<file path="src/rtl/regfile_read_arbiter_pkg.sv">
// Shared regfile-port constants and helpers for the regfile read/write port controllers.
// Build option: RF_ARB_WR_BYPASS_EN (consumed by the interface and top, not here).
package regfile_read_arbiter_pkg;

  // Regfile geometry
  localparam int unsigned RF_ADDR_W   = 5;
  localparam int unsigned RF_DATA_W   = 32;
  localparam int unsigned RF_NUM_REGS = 32;
  localparam logic [RF_ADDR_W-1:0] RF_ZERO_REG = 5'd0;

  // Read-port requester configuration
  localparam int unsigned RF_NUM_REQ = 4;
  localparam int unsigned RF_ID_W    = 2;

  // Next round-robin pointer: one past the winner, wrapping at n-1 -> 0.
  function automatic int unsigned rr_next(input int unsigned idx, input int unsigned n);
    return (idx + 32'd1 >= n) ? 32'd0 : idx + 32'd1;
  endfunction

endpackage

</file>
<file path="src/rtl/regfile_read_arbiter_if.sv">
// Requester / regfile / response bundle for the regfile read-port arbiter.
//   req, req_addr        requester side: request bits and packed register indices
//   gnt                  one-hot grant pulse back to requesters
//   rf_sel, rf_data      regfile read port (select out, same-cycle data in)
//   rsp_*                tagged response with valid/ready handshake
//   wr_en/wr_addr/wr_data  same-cycle regfile write, only with RF_ARB_WR_BYPASS_EN
// Modports: slave = arbiter, master = surrounding pipeline / regfile.
interface regfile_read_arbiter_if
  import regfile_read_arbiter_pkg::*;
#(
  parameter int unsigned NUM_REQ = RF_NUM_REQ,
  parameter int unsigned ADDR_W  = RF_ADDR_W,
  parameter int unsigned DATA_W  = RF_DATA_W,
  parameter int unsigned ID_W    = RF_ID_W
);

  logic [NUM_REQ-1:0]        req;
  logic [NUM_REQ*ADDR_W-1:0] req_addr;
  logic [NUM_REQ-1:0]        gnt;
  logic [ADDR_W-1:0]         rf_sel;
  logic [DATA_W-1:0]         rf_data;
  logic                      rsp_valid;
  logic                      rsp_ready;
  logic [ID_W-1:0]           rsp_id;
  logic [DATA_W-1:0]         rsp_data;

`ifdef RF_ARB_WR_BYPASS_EN
  logic                      wr_en;
  logic [ADDR_W-1:0]         wr_addr;
  logic [DATA_W-1:0]         wr_data;

  modport master (
    output req, req_addr, rf_data, rsp_ready, wr_en, wr_addr, wr_data,
    input  gnt, rf_sel, rsp_valid, rsp_id, rsp_data
  );

  modport slave (
    input  req, req_addr, rf_data, rsp_ready, wr_en, wr_addr, wr_data,
    output gnt, rf_sel, rsp_valid, rsp_id, rsp_data
  );
`else
  modport master (
    output req, req_addr, rf_data, rsp_ready,
    input  gnt, rf_sel, rsp_valid, rsp_id, rsp_data
  );

  modport slave (
    input  req, req_addr, rf_data, rsp_ready,
    output gnt, rf_sel, rsp_valid, rsp_id, rsp_data
  );
`endif

endinterface

</file>
<file path="src/rtl/rr_priority_pick.sv">
// Combinational round-robin pick: first set req bit at or above rr_ptr, wrapping.
//   req          request vector
//   rr_ptr       highest-priority position this cycle
//   win_onehot_c one-hot winner (zero when nothing requested)
//   win_idx_c    winner index (zero when nothing requested)
//   any_c        at least one request present
module rr_priority_pick #(
  parameter int unsigned N     = 4,
  parameter int unsigned IDX_W = 2
) (
  input  logic [N-1:0]     req,
  input  logic [IDX_W-1:0] rr_ptr,
  output logic [N-1:0]     win_onehot_c,
  output logic [IDX_W-1:0] win_idx_c,
  output logic             any_c
);

  logic [N-1:0]     rot_c;
  logic [IDX_W-1:0] off_c;
  logic [IDX_W:0]   sum_c;

  // Rotate so bit 0 is the requester at rr_ptr; doubled vector makes the wrap free.
  assign rot_c = N'({req, req} >> rr_ptr);

  // Lowest set bit of the rotated vector, then map the offset back to a requester index.
  always_comb begin
    off_c = '0;
    for (int k = int'(N) - 1; k >= 0; k--) begin
      if (rot_c[k]) off_c = IDX_W'(k);
    end
    sum_c = {1'b0, rr_ptr} + {1'b0, off_c};
    if (sum_c >= (IDX_W+1)'(N)) sum_c = sum_c - (IDX_W+1)'(N);
    any_c        = |req;
    win_idx_c    = any_c ? IDX_W'(sum_c) : '0;
    win_onehot_c = any_c ? (N'(1) << win_idx_c) : '0;
  end

endmodule

</file>
<file path="src/rtl/regfile_read_arbiter.sv">
// Shares the single regfile read port among NUM_REQ requesters.
// Two stages: ARB (round-robin pick, drive rf_sel, pulse gnt) and RSP (capture rf_data,
// present tagged response under valid/ready). Register 0 always reads as zero.
// Ports:
//   clock, reset  rising-edge clock, asynchronous active-high reset
//   bus           regfile_read_arbiter_if.slave (req/gnt, rf_sel/rf_data, rsp_*)
// Build option: RF_ARB_WR_BYPASS_EN adds wr_en/wr_addr/wr_data and forwards a same-cycle
// regfile write to the captured response.
module regfile_read_arbiter
  import regfile_read_arbiter_pkg::*;
#(
  parameter int unsigned NUM_REQ = RF_NUM_REQ,
  parameter int unsigned ADDR_W  = RF_ADDR_W,
  parameter int unsigned DATA_W  = RF_DATA_W,
  parameter int unsigned ID_W    = RF_ID_W
) (
  input  logic                   clock,
  input  logic                   reset,
  regfile_read_arbiter_if.slave  bus
);

  // Stage-1 (ARB) registers
  logic [NUM_REQ-1:0] gnt_q;
  logic [ADDR_W-1:0]  sel_q;
  logic [ID_W-1:0]    s1_id_q;
  logic               s1_valid_q;
  logic [ID_W-1:0]    ptr_q;

  // Stage-2 (RSP) registers
  logic               rsp_valid_q;
  logic [ID_W-1:0]    rsp_id_q;
  logic [DATA_W-1:0]  rsp_data_q;

  logic               stall_c;
  logic [NUM_REQ-1:0] win_onehot_c;
  logic [ID_W-1:0]    win_idx_c;
  logic               win_any_c;
  logic [ADDR_W-1:0]  win_addr_c;
  logic [DATA_W-1:0]  cap_data_c;

  // Response held but not taken: freeze both stages so rf_sel (and thus rf_data) stays put.
  assign stall_c = rsp_valid_q & ~bus.rsp_ready;

  rr_priority_pick #(
    .N     (NUM_REQ),
    .IDX_W (ID_W)
  ) u_pick (
    .req          (bus.req),
    .rr_ptr       (ptr_q),
    .win_onehot_c (win_onehot_c),
    .win_idx_c    (win_idx_c),
    .any_c        (win_any_c)
  );

  // Register index of the winning requester.
  always_comb begin
    win_addr_c = '0;
    for (int i = 0; i < int'(NUM_REQ); i++) begin
      if (win_onehot_c[i]) win_addr_c = bus.req_addr[i*ADDR_W +: ADDR_W];
    end
  end

  // Data captured into stage 2: zero register wins over everything, then write forwarding.
  always_comb begin
    cap_data_c = bus.rf_data;
`ifdef RF_ARB_WR_BYPASS_EN
    if (bus.wr_en && (bus.wr_addr == sel_q)) cap_data_c = bus.wr_data;
`endif
    if (sel_q == ADDR_W'(RF_ZERO_REG)) cap_data_c = '0;
  end

  // Pipeline registers; reset drops any in-flight entries.
  always_ff @(posedge clock or posedge reset) begin
    if (reset) begin
      gnt_q       <= '0;
      sel_q       <= '0;
      s1_id_q     <= '0;
      s1_valid_q  <= 1'b0;
      ptr_q       <= '0;
      rsp_valid_q <= 1'b0;
      rsp_id_q    <= '0;
      rsp_data_q  <= '0;
    end else if (stall_c) begin
      gnt_q <= '0;
    end else begin
      rsp_valid_q <= s1_valid_q;
      if (s1_valid_q) begin
        rsp_id_q   <= s1_id_q;
        rsp_data_q <= cap_data_c;
      end
      gnt_q      <= win_onehot_c;
      s1_valid_q <= win_any_c;
      if (win_any_c) begin
        sel_q   <= win_addr_c;
        s1_id_q <= win_idx_c;
        ptr_q   <= ID_W'(rr_next(32'(win_idx_c), NUM_REQ));
      end
    end
  end

  assign bus.gnt       = gnt_q;
  assign bus.rf_sel    = sel_q;
  assign bus.rsp_valid = rsp_valid_q;
  assign bus.rsp_id    = rsp_id_q;
  assign bus.rsp_data  = rsp_data_q;

endmodule
</file>
<file path="src/flat_wrapper.sv">
// flat-port wrapper written by rule: the top's interface ports become plain ports
module regfile_read_arbiter_flat import regfile_read_arbiter_pkg::*;
#(
  parameter int unsigned NUM_REQ = RF_NUM_REQ,
  parameter int unsigned ADDR_W  = RF_ADDR_W,
  parameter int unsigned DATA_W  = RF_DATA_W,
  parameter int unsigned ID_W    = RF_ID_W
)
  (clock, reset, bus_req, bus_req_addr, bus_rf_data, bus_rsp_ready, bus_gnt, bus_rf_sel, bus_rsp_valid, bus_rsp_id, bus_rsp_data);
  regfile_read_arbiter_if #(.NUM_REQ(NUM_REQ), .ADDR_W(ADDR_W), .DATA_W(DATA_W), .ID_W(ID_W)) bus_i ();
  input  logic clock;
  input  logic reset;
  input wire logic [$bits(bus_i.req)-1:0] bus_req;
  input wire logic [$bits(bus_i.req_addr)-1:0] bus_req_addr;
  input wire logic [$bits(bus_i.rf_data)-1:0] bus_rf_data;
  input wire logic [$bits(bus_i.rsp_ready)-1:0] bus_rsp_ready;
  output wire logic [$bits(bus_i.gnt)-1:0] bus_gnt;
  output wire logic [$bits(bus_i.rf_sel)-1:0] bus_rf_sel;
  output wire logic [$bits(bus_i.rsp_valid)-1:0] bus_rsp_valid;
  output wire logic [$bits(bus_i.rsp_id)-1:0] bus_rsp_id;
  output wire logic [$bits(bus_i.rsp_data)-1:0] bus_rsp_data;
  assign bus_i.req = bus_req;
  assign bus_i.req_addr = bus_req_addr;
  assign bus_i.rf_data = bus_rf_data;
  assign bus_i.rsp_ready = bus_rsp_ready;
  assign bus_gnt = bus_i.gnt;
  assign bus_rf_sel = bus_i.rf_sel;
  assign bus_rsp_valid = bus_i.rsp_valid;
  assign bus_rsp_id = bus_i.rsp_id;
  assign bus_rsp_data = bus_i.rsp_data;
  regfile_read_arbiter #(.NUM_REQ(NUM_REQ), .ADDR_W(ADDR_W), .DATA_W(DATA_W), .ID_W(ID_W)) u_core (.clock(clock), .reset(reset), .bus(bus_i));
endmodule
</file>
<file path="config.mk">
export PLATFORM = sky130hd
export DESIGN_NAME = regfile_read_arbiter_flat
export DESIGN_NICKNAME = d
export VERILOG_FILES = /design/src/rtl/regfile_read_arbiter_pkg.sv /design/src/rtl/regfile_read_arbiter_if.sv /design/src/rtl/rr_priority_pick.sv /design/src/rtl/regfile_read_arbiter.sv /design/src/flat_wrapper.sv
export SDC_FILE = /design/constraint.sdc
export NUM_CORES = 1
export LEC_CHECK = 0
export ABC_CLOCK_PERIOD_IN_PS = 3200
export CORE_MARGIN = 2
export CORE_UTILIZATION = 43
export CTS_CLUSTER_DIAMETER = 40
export DETAILED_ROUTE_END_ITERATION = 16
export PLACE_DENSITY = 0.88
export SLEW_MARGIN = 5
export SYNTH_ARGS = -nofsm -noshare
export SYNTH_HDL_FRONTEND = slang
export SYNTH_HIERARCHICAL = 1
export SYNTH_SLANG_ARGS = --single-unit
</file>
<file path="constraint.sdc">
create_clock -name clock -period 3.2 [get_ports clock]
set_input_delay 0.64 -clock clock [delete_from_list [all_inputs] [get_ports clock]]
set_output_delay 0.64 -clock clock [all_outputs]
set_load 0.01 [all_outputs]
</file>
==> results of run 1 <==
-- logic make-up (layout without fill, tap and decap cells) --
| group | count (synthesis) | count (layout) |
|---|---|---|
| muxes | 12 | 12 |
| and+or+nand+nor | 81 | 81 |
| buffers and inverters | 23 | 135 |
| xor gates and xnor gates | 1 | 1 |
| adders and majority gates | 2 | 2 |
| AOI/OAI and AO/OA | 51 | 51 |
| DFF | 49 | 49 |
-- how the worst max path moves through the flow --
stage                                        to  slack [ps]  cells after the start
6_report       u_core/bus.rf_sel[0]$_DFFE_PP0P_          90                     13
5_1_grt        u_core/bus.rf_sel[0]$_DFFE_PP0P_         -40                     13
4_1_cts        u_core/bus.rf_sel[3]$_DFFE_PP0P_          30                     13
3_5_place_dp   u_core/bus.rf_sel[2]$_DFFE_PP0P_        -400                     13
3_3_place_gp   u_core/bus.rf_sel[3]$_DFFE_PP0P_        -240                     13
2_1_floorplan  u_core/bus.rf_sel[0]$_DFFE_PP0P_         100                     13
-- metrics by stage --
step           TNS (ps)  total power [mW]  setup WS (ps)  utilization
2_1_floorplan         0             2.083          100.7            -
3_3_place_gp      -1086             2.716         -236.0       0.6503
3_5_place_dp      -1937             2.790         -399.6       0.6503
4_1_cts               0             3.288          28.91       0.6725
5_1_grt          -91.10             3.994         -43.39       0.7080
6_report              0             3.747          85.67       0.7080
-- cell usage in the layout (no fill, tap or decap), types with 3 or more instances in the layout --
master	n
clkbuf_8	5
a2111oi_4	3
clkdlybuf4s50_1	98
nand2_1	8
buf_4	20
nor2_1	5
and3b_1	5
o2bb2ai_1	31
dfrtp_1	49
mux2_2	6
nand3_1	37
nand2b_1	8
and2_1	4
o2bb2ai_2	7
-- critical path, stage by stage --
cell	delay [ps]
clkdlybuf4s15_1	270
nor2_1	180
a2bb2oi_2	150
o211ai_1	140
o21a_1	150
ha_2	190
xnor2_2	170
or3_4	430
mux2i_4	190
buf_6	150
and3b_1	190
a2111oi_2	350
o2bb2ai_1	110
-- sequential cells by signal, summed over array words and instances, names as in the netlist --
signal / flops
u_core/ptr_q: 2
u_core/bus.gnt: 4
u_core/s1_id_q: 2
u_core/bus.rsp_valid: 1
u_core/bus.rf_sel: 5
u_core/s1_valid_q: 1
u_core/bus.rsp_data: 32
u_core/bus.rsp_id: 2
-- final cells by class --
| cell class | instances | area (um2) | area share |
|---|---|---|---|
| Clock buffer | 5 | 68.82 | 0.01744 |
| Clock inverter | 3 | 46.29 | 0.01173 |
| Inverter | 3 | 11.26 | 0.002854 |
| Multi-Input combinational cell | 147 | 1306 | 0.3310 |
| Sequential cell | 49 | 1226 | 0.3107 |
| Tap cell | 72 | 90.09 | 0.02283 |
| Timing Repair Buffer | 124 | 1197 | 0.3034 |
-- routing by layer --
layer	GRT usage	vias to the layer above	routed length, um
met4	0.05932	0	63
met1	0.2636	1105	2785
met3	0.03708	6	593
met5	0	-	0
met2	0.3683	101	3442
li1	-	1050	-
-- what timing repair did --
action / 4_1_cts / 5_1_grt
buffers inserted: 0 / 4
gates cloned: 0 / 1
gates resized for setup: 8 / 30
endpoints found under the setup margin: 5 / 5
pin swaps: 0 / 9
-- power by group --
part	internal (mW)	switching, mW	total (mW)
registers	0.847	0.173	1.02
logic	1.28	1.01	2.29
clock network	0.234	0.204	0.438
total	2.36	1.39	3.75
==> impl_metrics.toml, run 1 <==
[run_status]
status = "finished clean"

[clock_tree]
numCtsBuffers = 5
cts-root-buf = "clkbuf_8"
max-clock-path-buffers = 2
cts.sinks = 49
clock_latency_ps = 300
h-tree-depth = 2
cts_tree = "yes"
postCtsHoldBufs = 0
path_clk_slew_ps = 90

[worst_setup_path]
r2r_end = "u_core/bus.rf_sel[0]$_DFFE_PP0P_"
crit_arrival_ps = 3290
rrSetupSlack_ps = 200
cp_data_required_time_ps = 3380
crit_start = "bus_req[2]"
path_class = "in -> reg"
startpoint_type = "input pin"
cp_max_fo = 5
rr_startpoint = "u_core/ptr_q[1]$_DFFE_PP0P_"
r2r_cells = 12
cp-end-kind = "register"

[yosys]
synth_top_family_by_area = "compound AO/OA/AOI/OAI gates"
synthXorXnorAreaFrac = 0.003479
synth_simple_gate_area_share = 0.1918
synth_nets = 280
synthCells = 219
ys_seq_elements = 49
async_flop_share = 1.000
synth_top_area_share = 0.4871
synth-compound-area-share = 0.1963
synth_top_area_cell = "dfrtp_1"
yosysSeqAreaShare = 0.4871
synth.distinct_cells = 39
synthMuxAreaShare = 0.05467
avgSynthCellArea_um2 = 11.50
dominantRegCellSynth = "dfrtp_1"
synth_adder_area_share = 0.009940
synth_area_leaders = "dfrtp_1 (49%), o2bb2ai_1 (11%), nand3_1 (7.4%), o2bb2ai_2 (3.0%), mux2_2 (2.7%)"
synth-edff-count = 0
yosys_warnings = 6
synth.most_common_cell = "dfrtp_1"
ys_top_cells_by_count = "dfrtp_1 (49), nand3_1 (37), o2bb2ai_1 (33)"
syn_area_mm2 = 0.002517

[worst_hold_path]
hold_end = "u_core/bus.rsp_data[21]$_DFFE_PP0P_"
min_path_type = "reg -> reg"
hold-path-cell-count = 1
worstHoldStart = "u_core/bus.rsp_data[21]$_DFFE_PP0P_"

[sta]
period_share = 0.9732
hold_viol_final = 0
whs_ps = 495.8
fin_crit_ps = 3114
worst_pin_slew_ps = 595.2
skew_ps = 10.15
final-max-slew-violation-count = 0
setup_viol = 0
slew_headroom = 0.5996
fmax_mhz = 321.1

[detailed_routing]
avgRoutedWirePerCell_um = 17.08
drc_errors = 0
via_count = 2262
dr.first_iter.drc_count = 69
ant_nets = 0
firstDrtPassIters = 4
viasPerCell = 5.613
wl_mm = 6.883

[power]
power.leakage_nw = 1.606
peakVddDrop_uv = 821.8
power_density_mw_per_mm2 = 949.4

[global_routing]
grt_max_degree = 34
overflow = 0
grt_antenna_before_repair = 0
grt_pass1_wl_mm = 10.55
grt_use_total = 0.2095
grt_pass1_vias = 2164

[layout]
postLayoutCellArea_mm2 = 0.003946
antenna_cells = 0
fillers = 393
instances_no_fill = 403
drive_gt1_frac = 0.2054
fin_nets = 391
area_delta_synth_final_pct = 56.76

[placed_design]
dp_cells = 390
place.gp.congestion = 0.7825
io_buffers = 102
hpwl_mm = 4.748
place_area_mm2 = 0.003625

[floorplan]
die_w_um = 80.52
start_util = 0.4516
rows = 27
ios = 103
core_area_mm2 = 0.005574
die_h_um = 80.52
die-area_mm2 = 0.006483

[job]
cap_violations = 0
No activity file was read; power rests on OpenSTA's default activity.
==> inputs of run 2 (changes only) <==
--- a/config.mk
+++ b/config.mk
@@ -11,8 +11,10 @@
 export CTS_CLUSTER_DIAMETER = 40
 export DETAILED_ROUTE_END_ITERATION = 16
 export PLACE_DENSITY = 0.88
+export SKIP_LAST_GASP = 1
 export SLEW_MARGIN = 5
 export SYNTH_ARGS = -nofsm -noshare
 export SYNTH_HDL_FRONTEND = slang
 export SYNTH_HIERARCHICAL = 1
 export SYNTH_SLANG_ARGS = --single-unit
+export TNS_END_PERCENT = 20
==> results of run 2 <==
Final layout, timing and power as in run 1 (identical DEF).
